File: config.mk
export PLATFORM = sky130hd
export DESIGN_NAME = div_seq
export DESIGN_NICKNAME = d
export VERILOG_FILES = /design/src/rtl/div_seq.sv
export SDC_FILE = /design/constraint.sdc
export NUM_CORES = 1
export LEC_CHECK = 0
export BUFFER_PORTS_ARGS = -buffer_cell sky130_fd_sc_hd__buf_2
export CAP_MARGIN = 20
export CORE_UTILIZATION = 40
export CTS_CLUSTER_DIAMETER = 150
export DETAILED_ROUTE_END_ITERATION = 16
export SLEW_MARGIN = 40
export SYNTH_ARGS = -nofsm -noshare
export SYNTH_HDL_FRONTEND = slang
export SYNTH_SLANG_ARGS = --single-unit
File: constraint.sdc
create_clock -name clk -period 6.55 [get_ports clk]
set_input_delay 0.3275 -clock clk [delete_from_list [all_inputs] [get_ports clk]]
set_output_delay 0.3275 -clock clk [all_outputs]
set_load 0.02 [all_outputs]
File: src/rtl/div_seq.sv
// Sequential restoring radix-2 divider, one quotient bit per cycle.
// Signed mode divides magnitudes and fixes the signs when the result is registered.
module div_seq #(
   parameter int WIDTH = 32
) (
   input  logic               clk,
   input  logic               rst,
   input  logic               start,
   input  logic               signed_div,
   input  logic [WIDTH-1:0]   dividend,
   input  logic [WIDTH-1:0]   divisor,
   input  logic               annul,
   output logic [2*WIDTH-1:0] result,
   output logic               ready,
   output logic               busy
);

   localparam int CW = $clog2(WIDTH) + 1;

   typedef enum logic [1:0] {IDLE, BYZERO, ON, END} state_t;

   state_t               state_q, state_d;
   logic [CW-1:0]        cnt_q, cnt_d;
   logic [WIDTH-1:0]     quo_q, quo_d;
   logic [WIDTH-1:0]     rem_q, rem_d;
   logic [WIDTH-1:0]     dvs_q, dvs_d;
   logic                 negq_q, negq_d;
   logic                 negr_q, negr_d;
   logic [2*WIDTH-1:0]   result_q, result_d;
   logic                 ready_q, ready_d;
   logic                 busy_q, busy_d;

   logic [WIDTH:0]       trial;
   logic                 ge;
   logic [WIDTH-1:0]     rem_nxt, quo_nxt, rem_fix, quo_fix;

   // quo_q doubles as the dividend shift register: its MSB feeds the partial
   // remainder while quotient bits enter at the LSB.
   always_comb begin
      trial   = {rem_q, quo_q[WIDTH-1]};
      ge      = trial >= {1'b0, dvs_q};
      rem_nxt = ge ? (trial[WIDTH-1:0] - dvs_q) : trial[WIDTH-1:0];
      quo_nxt = {quo_q[WIDTH-2:0], ge};
      rem_fix = negr_q ? -rem_nxt : rem_nxt;
      quo_fix = negq_q ? -quo_nxt : quo_nxt;
   end

   always_comb begin
      state_d  = state_q;
      cnt_d    = cnt_q;
      quo_d    = quo_q;
      rem_d    = rem_q;
      dvs_d    = dvs_q;
      negq_d   = negq_q;
      negr_d   = negr_q;
      result_d = result_q;
      case (state_q)
         IDLE: begin
            if (start && !annul) begin
               if (divisor == '0) begin
                  state_d = BYZERO;
               end else begin
                  state_d = ON;
                  cnt_d   = '0;
                  rem_d   = '0;
                  quo_d   = (signed_div && dividend[WIDTH-1]) ? -dividend : dividend;
                  dvs_d   = (signed_div && divisor[WIDTH-1])  ? -divisor  : divisor;
                  negq_d  = signed_div && (dividend[WIDTH-1] ^ divisor[WIDTH-1]);
                  negr_d  = signed_div && dividend[WIDTH-1];
               end
            end
         end
         BYZERO: begin
            if (annul) begin
               state_d = IDLE;
            end else begin
               state_d  = END;
               result_d = '0;
            end
         end
         ON: begin
            if (annul) begin
               state_d = IDLE;
            end else begin
               cnt_d = cnt_q + CW'(1);
               quo_d = quo_nxt;
               rem_d = rem_nxt;
               if (cnt_q == CW'(WIDTH - 1)) begin
                  state_d  = END;
                  result_d = {rem_fix, quo_fix};
               end
            end
         end
         END: begin
            if (annul || !start) state_d = IDLE;
         end
         default: state_d = IDLE;
      endcase
      ready_d = (state_d == END);
      busy_d  = (state_d == BYZERO) || (state_d == ON);
   end

   always_ff @(posedge clk or posedge rst) begin
      if (rst) begin
         state_q  <= IDLE;
         cnt_q    <= '0;
         quo_q    <= '0;
         rem_q    <= '0;
         dvs_q    <= '0;
         negq_q   <= 1'b0;
         negr_q   <= 1'b0;
         result_q <= '0;
         ready_q  <= 1'b0;
         busy_q   <= 1'b0;
      end else begin
         state_q  <= state_d;
         cnt_q    <= cnt_d;
         quo_q    <= quo_d;
         rem_q    <= rem_d;
         dvs_q    <= dvs_d;
         negq_q   <= negq_d;
         negr_q   <= negr_d;
         result_q <= result_d;
         ready_q  <= ready_d;
         busy_q   <= busy_d;
      end
   end

   assign result = result_q;
   assign ready  = ready_q;
   assign busy   = busy_q;

endmodule
* Word level (Yosys, flattened, before mapping)
Index checks and enable logic that the tools add are counted.
** Word-level totals
- Bits in registers :: 172
- Input bits :: 69
- Logic and storage cells :: 74
** Cells by class
- $add $sub $neg :: 6
- Magnitude comparators :: 1
- Equality and inequality tests :: 12
- Multiplexer cells :: 28
- Bitwise logic cells :: 2
- Reductions and logical operators :: 15
** Operators by type and width (number)
- $mux W32 :: 11
- $mux W64 :: 3
- $neg A32 Y32 :: 4
- $pmux W32 S2 :: 2
- $pmux W64 S2 :: 1
- $ge A33 B32 Y1 :: 1
- $logic_not A32 Y1 :: 1
- $sub A32 B32 Y32 :: 1
- $mux W6 :: 3
- $mux W2 :: 6
- $pmux W6 S2 :: 1
- $ne A2 B2 Y1 const B :: 5
- $eq A2 B2 Y1 const B :: 4
- $pmux W2 S4 :: 1
- $reduce_and A4 Y1 :: 2
- $add A6 B1 Y6 const B :: 1
- $eq A6 B5 Y1 const B :: 1
- $eq A2 B1 Y1 const B :: 2
- $logic_and A1 B1 Y1 :: 4
- $reduce_bool A2 Y1 :: 2
- $reduce_and A3 Y1 :: 1
- $logic_not A1 Y1 :: 2
- $logic_not A2 Y1 :: 1
- $logic_or A1 B1 Y1 :: 2
- other kinds (2) :: 2

* Logic depth before layout (Yosys ltp)
Gate-level depths: netlist of run 1.
- Depth after elaboration :: 7
- Mapped depth :: 24

* Least setup slack after synthesis of run 1
Ideal clock, no wire load.
- Path type :: flip-flop to flip-flop
- Start point :: reg rem_q[2]
- End point :: reg result_q[62], in the netlist result[62]
- Arrival :: 5.114 ns
- Data required time :: 6.419 ns
- Path slack :: 1.305 ns
- Stages on the path, launching flop included :: 24
- Buffers on the path :: 5
- Clock period less this slack :: 5.245 ns
- Path through :: dfrtp_1 ha_1 buf_4 nand4_1 or4_1 or4_1 o211ai_2 or2_1 buf_2 buf_4 buf_2 clkbuf_1 nand2_1 o21ai_0 ha_1 nand2b_1 or3_1 nor3_1 a41oi_1 a21oi_1 nor2_1 o41ai_1 xor2_1 o21ai_1
** On the way
- Cells in the longest elaborated chain, start to end :: 7
** Ends and longest elaborated chain
- start: declaration :: RTL line 25 : logic [WIDTH-1:0] rem_q, rem_d;
- start signal: assignment :: RTL line 119 : rem_q <= rem_d;
- $sub A32 B32 Y32 or $ge A33 B32 Y1 (tied branches) :: RTL line 42, 41
- $mux W32 (*) :: RTL line 42 : rem_nxt = ge ? (trial[WIDTH-1:0] - dvs_q) : trial[WIDTH-1:0];
- $neg A32 Y32 :: RTL line 44 : rem_fix = negr_q ? -rem_nxt : rem_nxt;
- $mux W32 (*) :: RTL line 44
- $mux W64 (*) :: RTL line 88 : if (cnt_q == CW'(WIDTH - 1)) begin
- $mux W64 (*) :: RTL line 82 : if (annul) begin
- $pmux W64 S2 (*) :: RTL line 57 : case (state_q)
- end signal: assignment :: RTL line 123 : result_q <= result_d;
- end: declaration :: RTL line 29 : logic [2*WIDTH-1:0] result_q, result_d;
Mark *: on every way between the ends. The rest lies on a longest branch, timed or not. The select of a mux whose other input is x is not followed.
A chain may end at the register's enable or synchronous reset.

* Worst setup path in the final report of run 1
- Start point :: reg rem_q[18]
- End point :: reg result_q[62], in the netlist result[62]
Same word-level chain as after synthesis.

==> run_results.csv, run 1 <==
group,metric,value,unit
run_status,status,"complete, no violations",
global_route,groute.usage.overall,24.8,%
detailed_routing,drt_total_wl,37700,µm
detailed_routing,detail-route-antenna-nets,0,
synthesis,postSynthRegisterBits,172,
cells_and_area,highest_count_cells_in_the_layout_ignoring_fill_and_taps,"nand2_1 (227), o21ai_0 (227), dfrtp_1 (171)",
clock_network,tritoncts,"done",
synthesis,synthDominantCellAreaShare,35.4,%
timing,clock_skew,0.0196,ns
synthesis,summed_instance_area_of_the_synthesized_netlist,0.0122,mm²
global_route,grt_start_max_net_pins,103,
synthesis,yosys.cell_types.count,68,
global_route,global_route_wire_length_before_repair,60300,µm
power,p_int,0.00208,W
clock_network,cts_made_buffers,17,
synthesis,count_of_flip_flops_with_a_built_in_enable_after_synthesis,0,
power,leakagePower,6.14,nW
power,comb_power_share,31.9,%
power,switching_share,39.5,%
cells_and_area,share_of_the_core_filled_with_cells_in_the_final_layout,46.1,%
cells_and_area,fillers,3021,
worst_setup_path,timing.setup.critical_path_class,"register to register",
hold_path,hold_path.class,"input pin to register",
timing,period_needed,5.36,ns
synthesis,synth-seq-area-share,35.4,%
global_route,grt_overflow_total,0,
clock_network,cts_setup_buffers,0,
synthesis,yosys_warnings,0,
timing,highest_achievable_clock_rate,186,MHz
synthesis,synth.area.top_cells,"dfrtp_1 (35%), o21ai_0 (9.4%), nand2_1 (7.0%)",
clock_network,worst_setup_hold_path_clk_slew,0.08,ns
placement,finalWeightedCongestion,1.01,
synthesis,synthDominantAreaCellType,"dfrtp_1",
synthesis,synth_area_per_cell,7.89,µm²
floorplan,io-pin-count,135,
detailed_routing,vias,11500,
clock_network,cts_buffer_depth,2,
synthesis,most_frequently_used_flop_master_after_synthesis,"dfrtp_1",
synthesis,async_reset_ff_share,100,%
run,cap_violations,0,
floorplan,die_w,176,µm
clock_network,root_buffer,"clkbuf_16",
global_route,antenna_found_initial,5,
power,power_density,250,mW/mm²
synthesis,synth_nets,1650,
cells_and_area,area_growth,12.8,%
worst_setup_path,cp_data_arrival_time,5.68,ns
detailed_routing,first_pass_iteration_count_of_the_detailed_router,7,
clock_network,cts_sinks,172,
timing,drv_slew,0,
timing,max-slew-margin-rel,47.2,%
timing,timing.setup.tns,0,ns
floorplan,coreArea,0.0298,mm²
clock_network,ctsHtreeMaxLevel,4,
detailed_routing,drt_iter0_markers,991,
timing,setup-violations-final,0,
power,seqPwrFrac,37.9,%
floorplan,design.die.area,0.0311,mm²
floorplan,floorplan.initialDensity,40.8,%
timing,timing.final.crit_share,81.9,%
timing,rsz0062_at_grt,"no",
worst_setup_path,critical_path.startpoint_type,"register",
placement,numPortBuffers,134,
power,power_frac_clock,30.2,%
synthesis,synth_cells,1542,
power,switching_power,0.00135,W
cells_and_area,post_route_cells_drive_above_1_share,12.8,%
clock_network,clock_latency_of_the_later_clocked_register_in_the_worst_skew_pair,0.46,ns
placement,dpl.hpwl,28200,µm
floorplan,fp-row-count,63,
global_route,first_global_vias,10700,
timing,final_number_of_hold_violating_endpoints,0,
detailed_routing,drt_wl_cell,18.6,µm
worst_setup_path,critPathCaptureType,"register",
floorplan,fp.dieH,176,µm
worst_setup_path,worstPathMaxFanout,10,
timing,tightest_slew,0.784,ns
power,vdd_drop_max,0.145,mV
cells_and_area,num-nets-final,1729,
detailed_routing,remaining_routing_drc_violations,0,
detailed_routing,avgViaCountPerCell,5.68,
worst_setup_path,worstPathRequired,6.87,ns
[cell type report]
cell class | count | area [µm²] | share of cell area [%]
multi-input combinational | 1226 | 7320 | 53.3
sequential | 172 | 4310 | 31.4
timing repair buffer | 148 | 802 | 5.84
tap | 390 | 488 | 3.55
clock buffer | 17 | 425 | 3.10
inverter | 56 | 218 | 1.59
clock inverter | 15 | 168 | 1.22
antenna | 1 | 2.50 | 0.0182
[flip-flops by register name (all words and copies together) (netlist names)]
name	flops
cnt_q	6
ready	1
result	64
negr_q	1
busy	1
quo_q	32
dvs_q	32
state_q	2
rem_q	32
negq_q	1
[critical path: stages (launching register included)]
cell	delay, ns
dfrtp_1	0.44
ha_1	0.50
nand4_1	0.17
or4_1	0.60
or4_1	0.44
o211ai_2	0.21
or2_2	0.30
inv_2	0.06
mux2i_1	0.25
ha_1	0.26
nand2b_1	0.12
or3_1	0.35
nor3_1	0.13
a41oi_1	0.12
a21oi_1	0.42
nor2_1	0.15
o41ai_1	0.48
xor2_1	0.18
o21ai_1	0.07
[per-layer routing]
layer / GRT usage (%) / wire [µm] / up-vias
li1: - / - / 5629
met3: 3.90 / 2430 / 52
met4: 7.00 / 746 / 2
met5: 0 / 10 / -
met2: 35.4 / 15700 / 373
met1: 38.2 / 18800 / 5440
[power by group through the flow]
stage	combinational [W]	clock (W)	sequential, W
global route	0.00122	0.00110	0.00132
floorplan	0.000800	0	0.00127
global placement	0.00107	0	0.00131
detailed placement	0.00108	0	0.00132
CTS	0.00108	0.00106	0.00130
finish	0.00109	0.00104	0.00130
[synthesized netlist by cell type (all sizes together) (8+ instances only)]
master  number
a21oi      110
or4         15
or3         26
a21o        10
buf         24
clkbuf      64
o41ai       13
o31ai       25
nand2      228
and2        15
dfrtp      172
nor4        13
nor3        25
nor2       102
a211oi      12
o21a        13
xor2        78
nor2b        8
and3         9
o21ai      235
mux2i       12
a31oi       20
ha          38
nand4       20
xnor2       58
o211ai      12
inv         56
nand2b      22
nand3       51
[kinds of logic after synthesis]
kind of cell	after synthesis	synth area share (%)
and+or+nand+nor	547	21.0
AOI/OAI and AO/OA	490	23.9
DFF	172	35.4
buffers and inverters	144	4.71
xor gates and xnor gates	136	9.79
adders and majority gates	39	4.07
muxes	14	1.17
[timing repair]
item                      4_1_cts  5_1_grt
gates resized for setup         0        0
hold endpoints to repair        0       48
hold buffers                    0        1
[stage by stage]
stage / instances / cell area [µm²] / power (W) / hold WS (ns) / setup slack [ns]
after detailed placement: 1990 / 13100 / 0.00239 / 0.465 / 1.20
after global routing: 2024 / 13700 / 0.00364 / 0.139 / 0.768
after floorplan: 1542 / 12200 / 0.00207 / 0.408 / 1.30
after CTS: 2022 / 13700 / 0.00344 / 0.0398 / 1.19
after global placement: 1990 / 13100 / 0.00238 / 0.458 / 1.34
final: 2025 / 13700 / 0.00343 / 0.122 / 1.19
[final timing paths]
| check | startpoint | end | slack (ns) | depth (start not counted) |
|---|---|---|---|---|
| min in group asynchronous | rst | result[1]$_DFFE_PP0P_ | 0.42 | 3 |
| setup / recovery | rem_q[18]$_DFFE_PP0P_ | result[62]$_DFFE_PP0P_ | 1.19 | 18 |
| hold / removal | annul | state_q[0]$_DFF_PP0_ | 0.12 | 2 |
| max in group asynchronous | rst | result[36]$_DFFE_PP0P_ | 5.13 | 4 |
| setup reg to reg | rem_q[18]$_DFFE_PP0P_ | result[62]$_DFFE_PP0P_ | 1.19 | 18 |
| hold reg to reg | result[46]$_DFFE_PP0P_ | result[46]$_DFFE_PP0P_ | 0.48 | 2 |
No activity file was read; power rests on OpenSTA's default activity.
==> inputs of run 2 (changes only) <==
==> constraint.sdc (replaced) <==
create_clock -name clk -period 5.4 [get_ports clk]
set_input_delay 0.27 -clock clk [delete_from_list [all_inputs] [get_ports clk]]
set_output_delay 0.27 -clock clk [all_outputs]
set_load 0.02 [all_outputs]
==> run 2 against run 1 <==
Fmax is 6.5% higher. Worst hold slack worse by 0.055 ns. Clock power is 28% higher. Global-route usage is 1.3 points higher. Via count is 1.1% higher. Design area is 1.4% higher. Total power is 25% higher. Register-to-register slack worse by 0.82 ns. Core utilization is 0.66 points higher. Routed wire length is 4.5% higher. Critical endpoint unchanged. Largest power group unchanged. Highest routed layer unchanged.
==> run_results.csv, run 2 (same netlist as run 1, synthesis figures left out) <==
group,metric,value,unit
timing,clock_skew,0.0175,ns
worst_setup_path,cp_data_arrival_time,5.35,ns
detailed_routing,detail-route-antenna-nets,0,
clock_network,root_buffer,"clkbuf_16",
global_route,antenna_found_initial,2,
global_route,global_route_wire_length_before_repair,62500,µm
placement,dpl.hpwl,29900,µm
hold_path,hold_path.class,"input pin to register",
floorplan,die_w,176,µm
placement,numPortBuffers,134,
cells_and_area,highest_count_cells_in_the_layout_ignoring_fill_and_taps,"nand2_1 (227), o21ai_0 (227), dfrtp_1 (171)",
detailed_routing,drt_iter0_markers,916,
clock_network,worst_setup_hold_path_clk_slew,0.08,ns
detailed_routing,vias,11600,
global_route,grt_overflow_total,0,
worst_setup_path,worstPathMaxFanout,15,
global_route,first_global_vias,10900,
cells_and_area,post_route_cells_drive_above_1_share,14.2,%
cells_and_area,area_growth,14.4,%
worst_setup_path,critical_path.startpoint_type,"register",
detailed_routing,drt_wl_cell,19.2,µm
power,leakagePower,6.25,nW
cells_and_area,multi_input_comb_area,0.00733,mm²
cells_and_area,fillers,3031,
clock_network,cts_buffer_depth,2,
detailed_routing,remaining_routing_drc_violations,0,
global_route,grt_start_max_net_pins,71,
cells_and_area,largest_register_ff_count,64,
timing,final_number_of_hold_violating_endpoints,0,
worst_setup_path,critPathCaptureType,"register",
detailed_routing,first_pass_iteration_count_of_the_detailed_router,5,
timing,drv_slew,0,
cells_and_area,num-nets-final,1752,
floorplan,coreArea,0.0298,mm²
floorplan,fp-row-count,63,
detailed_routing,avgViaCountPerCell,5.68,
power,design_power_total,0.00429,W
worst_setup_path,cpMaxStageDelayCell,"or4_1",
timing,hold_slack,0.0669,ns
run,cap_violations,0,
floorplan,fp.dieH,176,µm
floorplan,floorplan.initialDensity,40.8,%
clock_network,tritoncts,"done",
power,power_density,308,mW/mm²
clock_network,clock_latency_of_the_later_clocked_register_in_the_worst_skew_pair,0.46,ns
power,vdd_drop_max,0.197,mV
timing,tightest_slew,0.845,ns
cells_and_area,seq_area,0.00431,mm²
timing,timing.setup.tns,0,ns
worst_setup_path,worstPathRequired,5.71,ns
worst_setup_path,regToRegSetupSlack,0.36,ns
timing,max-slew-margin-rel,43.0,%
run_status,status,"complete, no violations",
clock_network,cts_sinks,172,
timing,period_needed,5.04,ns
timing,timing.final.crit_share,93.3,%
floorplan,io-pin-count,135,
timing,rsz0062_at_grt,"no",
worst_setup_path,timing.setup.critical_path_class,"register to register",
clock_network,cts_made_buffers,17,
floorplan,design.die.area,0.0311,mm²
worst_setup_path,timing.critical_path.cells,"ha_1 -> nand4_1 -> or4_1 -> or4_1 -> o211ai_2 -> or2_2 -> buf_4 -> nand2_1 -> o21ai_0 -> ha_1 -> nand2b_1 -> or3_1 -> nor3_1 -> a41oi_1 -> a21oi_2 -> nor2_1 -> o41ai_1 -> xor2_1 -> o21ai_1",
global_route,groute.usage.overall,26.1,%
clock_network,ctsHtreeMaxLevel,4,
detailed_routing,drt_total_wl,39400,µm
cells_and_area,number_of_antenna_repair_diodes,0,
worst_setup_path,critical_path.max_stage_delay,0.60,ns
placement,finalWeightedCongestion,0.928,
timing,setup-violations-final,0,
timing,highest_achievable_clock_rate,198,MHz
[run 2: changes by cell type in the layout (fill, tap and decap cells not counted), sizes merged]
cell | previous run | this run
buf | 147 | 170
bufinv | 0 | 2
clkinv | 5 | 4
clkinvlp | 1 | 2
diode | 1 | 0
inv | 65 | 63
[run 2: where the power goes]
| group | internal [W] | leakage [nW] | switching, W | total (W) |
|---|---|---|---|---|
| clock network | 0.000711 | 0.301 | 0.000622 | 0.00133 |
| logic | 0.000499 | 3.66 | 0.000876 | 0.00137 |
| registers | 0.00142 | 2.29 | 0.000167 | 0.00159 |
[run 2: per-stage QoR]
| stage | std cells | utilization, % | cell area, µm² | setup slack [ns] |
|---|---|---|---|---|
| 2_1_floorplan | 1542 | - | 12200 | 0.155 |
| 3_3_place_gp | 2014 | 44.5 | 13300 | 0.426 |
| 3_5_place_dp | 2014 | 44.5 | 13300 | 0.285 |
| 4_1_cts | 2047 | 46.7 | 13900 | 0.268 |
| 5_1_grt | 2047 | 46.7 | 13900 | 0.0150 |
| 6_report | 2047 | 46.7 | 13900 | 0.362 |
[run 2: final cells by class]
cell class / count / area share, %
clock buffers: 17 / 3.05
flip-flops and latches: 172 / 30.9
well taps: 390 / 3.50
multi-input cells: 1226 / 52.7
inverters: 56 / 1.55
clock inverters: 15 / 1.46
repair buffers: 171 / 6.86
[run 2: path summary, 6_finish.rpt]
kind	start	depth (start not counted)	endpoint
hold / removal	annul	2	state_q[0]$_DFF_PP0_
setup reg to reg	rem_q[13]$_DFFE_PP0P_	19	result[62]$_DFFE_PP0P_
max in group asynchronous	rst	4	result[38]$_DFFE_PP0P_
hold reg to reg	result[49]$_DFFE_PP0P_	2	result[49]$_DFFE_PP0P_
min in group asynchronous	rst	3	result[13]$_DFFE_PP0P_
setup / recovery	rem_q[13]$_DFFE_PP0P_	19	result[62]$_DFFE_PP0P_
[run 2: what timing repair did]
item	in CTS	in global routing
hold buffers	1	0
buffers inserted	0	0
hold endpoints to repair	63	0
resized for setup	0	2
endpoints found under the setup margin	0	5
[run 2: per-layer routing]
metal | share of wire [%] | track usage (%)
met4 | 1.7 | 7.61
met2 | 42 | 38.0
met1 | 50 | 39.8
met5 | 0.033 | 0
met3 | 5.5 | 3.55
[run 2: critical path: cells and delay by family, from the launching register on]
| family | cells | cell delay, ns |
|---|---|---|
| buffers and inverters | 1 | 0.20 |
| adder cells (fa/ha/maj) | 2 | 0.74 |
| AND/OR/NAND/NOR | 9 | 2.18 |
| XOR/XNOR | 1 | 0.18 |
| flip-flops | 1 | 0.46 |
| AO/OA/AOI/OAI | 6 | 1.13 |
==> inputs of run 3 (changes only) <==
--- a/config.mk
+++ b/config.mk
@@ -7,9 +7,11 @@
 export LEC_CHECK = 0
 export BUFFER_PORTS_ARGS = -buffer_cell sky130_fd_sc_hd__buf_2
 export CAP_MARGIN = 20
-export CORE_UTILIZATION = 40
+export CORE_UTILIZATION = 51
 export CTS_CLUSTER_DIAMETER = 150
 export DETAILED_ROUTE_END_ITERATION = 16
+export PLACE_DENSITY = 0.71
+export SETUP_SLACK_MARGIN = 0.3
 export SLEW_MARGIN = 40
 export SYNTH_ARGS = -nofsm -noshare
 export SYNTH_HDL_FRONTEND = slang
==> run 3 against run 2 <==
Critical path depth down 1. Sequential power about the same. First-iteration DRC count up 18%. Total power down 3.9%. Routed wire length down 6.1%. Sequential cell count unchanged. Register-to-register slack better by 0.097 ns. Clock skew about the same. Cell count down 3.7%. Clock-buffer cell count up 2. Clock power down 11%. Combinational power about the same. Critical endpoint unchanged. Largest power group unchanged.
==> run_results.csv, run 3 (same netlist as run 1, synthesis figures left out) <==
group,metric,value,unit
power,p_int,0.00253,W
floorplan,io-pin-count,135,
timing,drv_slew,0,
run_status,status,"complete, no violations",
detailed_routing,drt_wl_cell,18.8,µm
timing,timing.setup.tns,0,ns
cells_and_area,seq_area,0.00431,mm²
timing,hold_slack,0.0711,ns
detailed_routing,detail-route-antenna-nets,0,
placement,finalWeightedCongestion,1.02,
cells_and_area,largest_register_ff_count,64,
detailed_routing,drt_total_wl,37000,µm
power,switching_share,38.7,%
placement,dpl.hpwl,28200,µm
floorplan,floorplan.initialDensity,52.0,%
cells_and_area,num-nets-final,1748,
global_route,grt_overflow_total,0,
run,cap_violations,0,
global_route,first_global_vias,10500,
timing,period_needed,4.94,ns
timing,timing.final.crit_share,91.5,%
floorplan,design.die.area,0.0245,mm²
worst_setup_path,critical_path.startpoint_type,"register",
timing,max-slew-margin-rel,37.3,%
detailed_routing,first_pass_iteration_count_of_the_detailed_router,6,
timing,rsz0062_at_grt,"yes",
worst_setup_path,timing.setup.critical_path_class,"register to register",
detailed_routing,remaining_routing_drc_violations,0,
clock_network,cts_made_buffers,17,
cells_and_area,fillers,2188,
floorplan,fp.dieH,156,µm
global_route,grt_start_max_net_pins,72,
cells_and_area,post_route_cells_drive_above_1_share,13.9,%
clock_network,cts_sinks,172,
power,power_density,300,mW/mm²
clock_network,tritoncts,"done",
global_route,global_route_wire_length_before_repair,57800,µm
cells_and_area,multi_input_comb_area,0.00734,mm²
clock_network,cts_buffer_depth,2,
timing,clock_skew,0.0174,ns
clock_network,worst_setup_hold_path_clk_slew,0.08,ns
power,switching_power,0.00160,W
power,seqPwrFrac,38.4,%
cells_and_area,highest_count_cells_in_the_layout_ignoring_fill_and_taps,"o21ai_0 (228), nand2_1 (227), dfrtp_1 (171)",
worst_setup_path,cp_data_arrival_time,5.24,ns
timing,highest_achievable_clock_rate,202,MHz
power,comb_power_share,32.7,%
clock_network,clock_latency_of_the_later_clocked_register_in_the_worst_skew_pair,0.45,ns
timing,tightest_slew,0.932,ns
power,leakagePower,6.20,nW
power,vdd_drop_max,0.188,mV
worst_setup_path,worstPathRequired,5.70,ns
detailed_routing,vias,11700,
power,power_frac_clock,28.9,%
detailed_routing,drt_iter0_markers,1081,
cells_and_area,area_growth,12.9,%
timing,setup-violations-final,0,
cells_and_area,mostFrequentLayoutCell,"o21ai_0",
floorplan,fp-row-count,56,
worst_setup_path,critPathCaptureType,"register",
global_route,antenna_found_initial,3,
clock_network,ctsHtreeMaxLevel,4,
placement,numPortBuffers,134,
detailed_routing,avgViaCountPerCell,5.94,
floorplan,coreArea,0.0234,mm²
timing,final_number_of_hold_violating_endpoints,0,
global_route,groute.usage.overall,30.8,%
worst_setup_path,worstPathMaxFanout,8,
clock_network,root_buffer,"clkbuf_16",
floorplan,die_w,156,µm
hold_path,hold_path.class,"input pin to register",
-- run 3: power by group through the flow --
stage                     registers, W  clock network (W)  logic (W)
after floorplan                0.00155                  0   0.000970
after global placement         0.00160                  0    0.00131
after detailed placement       0.00160                  0    0.00132
after CTS                      0.00158            0.00120    0.00133
after global routing           0.00160            0.00124    0.00149
final                          0.00158            0.00119    0.00135
-- run 3: critical path, stage by stage, from the launching register on --
cell and delay [ns]:
dfrtp_1 0.43, ha_1 0.45, nand4_1 0.20, or4_1 0.62
or4_1 0.44, o211ai_2 0.08, or2_2 0.19, inv_2 0.05
mux2i_1 0.22, ha_1 0.26, nand2b_1 0.10, or3_1 0.36
nor3_1 0.14, a41oi_1 0.13, a21oi_2 0.30, nor2_1 0.13
o41ai_2 0.42, xor2_1 0.18, o21ai_1 0.07
-- run 3: layout make-up --
class                           instances  area share [%]
Timing Repair Buffer                  167            6.76
Antenna cell                            1          0.0182
Multi-Input combinational cell       1226            53.4
Inverter                               56            1.57
Tap cell                              319            2.90
Clock buffer                           19            3.22
Clock inverter                         12           0.774
Sequential cell                       172            31.3
-- run 3: path summary, 6_finish.rpt --
path	startpoint	to	slack, ns	depth (start not counted)
worst min-delay path	annul	state_q[0]$_DFF_PP0_	0.07	2
max in group asynchronous	rst	rem_q[6]$_DFFE_PP0P_	4.01	4
worst max-delay path	rem_q[17]$_DFFE_PP0P_	result[62]$_DFFE_PP0P_	0.46	18
worst min register to register	result[45]$_DFFE_PP0P_	result[45]$_DFFE_PP0P_	0.47	2
worst max register to register	rem_q[17]$_DFFE_PP0P_	result[62]$_DFFE_PP0P_	0.46	18
min in group asynchronous	rst	result[11]$_DFFE_PP0P_	0.37	3
-- run 3: stage by stage --
| stage | setup slack, ns | power [W] | cells | utilization [%] | instance area [µm²] |
|---|---|---|---|---|---|
| 2_1_floorplan | 0.338 | 0.00252 | 1542 | - | 12200 |
| 3_3_place_gp | 0.487 | 0.00290 | 1939 | 56.2 | 13100 |
| 3_5_place_dp | 0.393 | 0.00292 | 1939 | 56.2 | 13200 |
| 4_1_cts | 0.381 | 0.00410 | 1971 | 58.6 | 13700 |
| 5_1_grt | 0.194 | 0.00434 | 1971 | 58.7 | 13700 |
| 6_report | 0.459 | 0.00413 | 1972 | 58.7 | 13700 |
-- run 3: per-layer routing --
metal / wire length, µm / GRT usage [%]
met1: 18000 / 47.2
met2: 15300 / 43.1
met3: 2960 / 6.54
met4: 681 / 8.68
met5: 13 / 0
-- run 3: repair_timing --
item                                    in CTS  in global routing
setup buffers                                0                  0
hold buffers                                 1                  0
endpoints found under the setup margin       0                  9
hold endpoints to repair                    40                  0
gates resized for setup                      0                  5
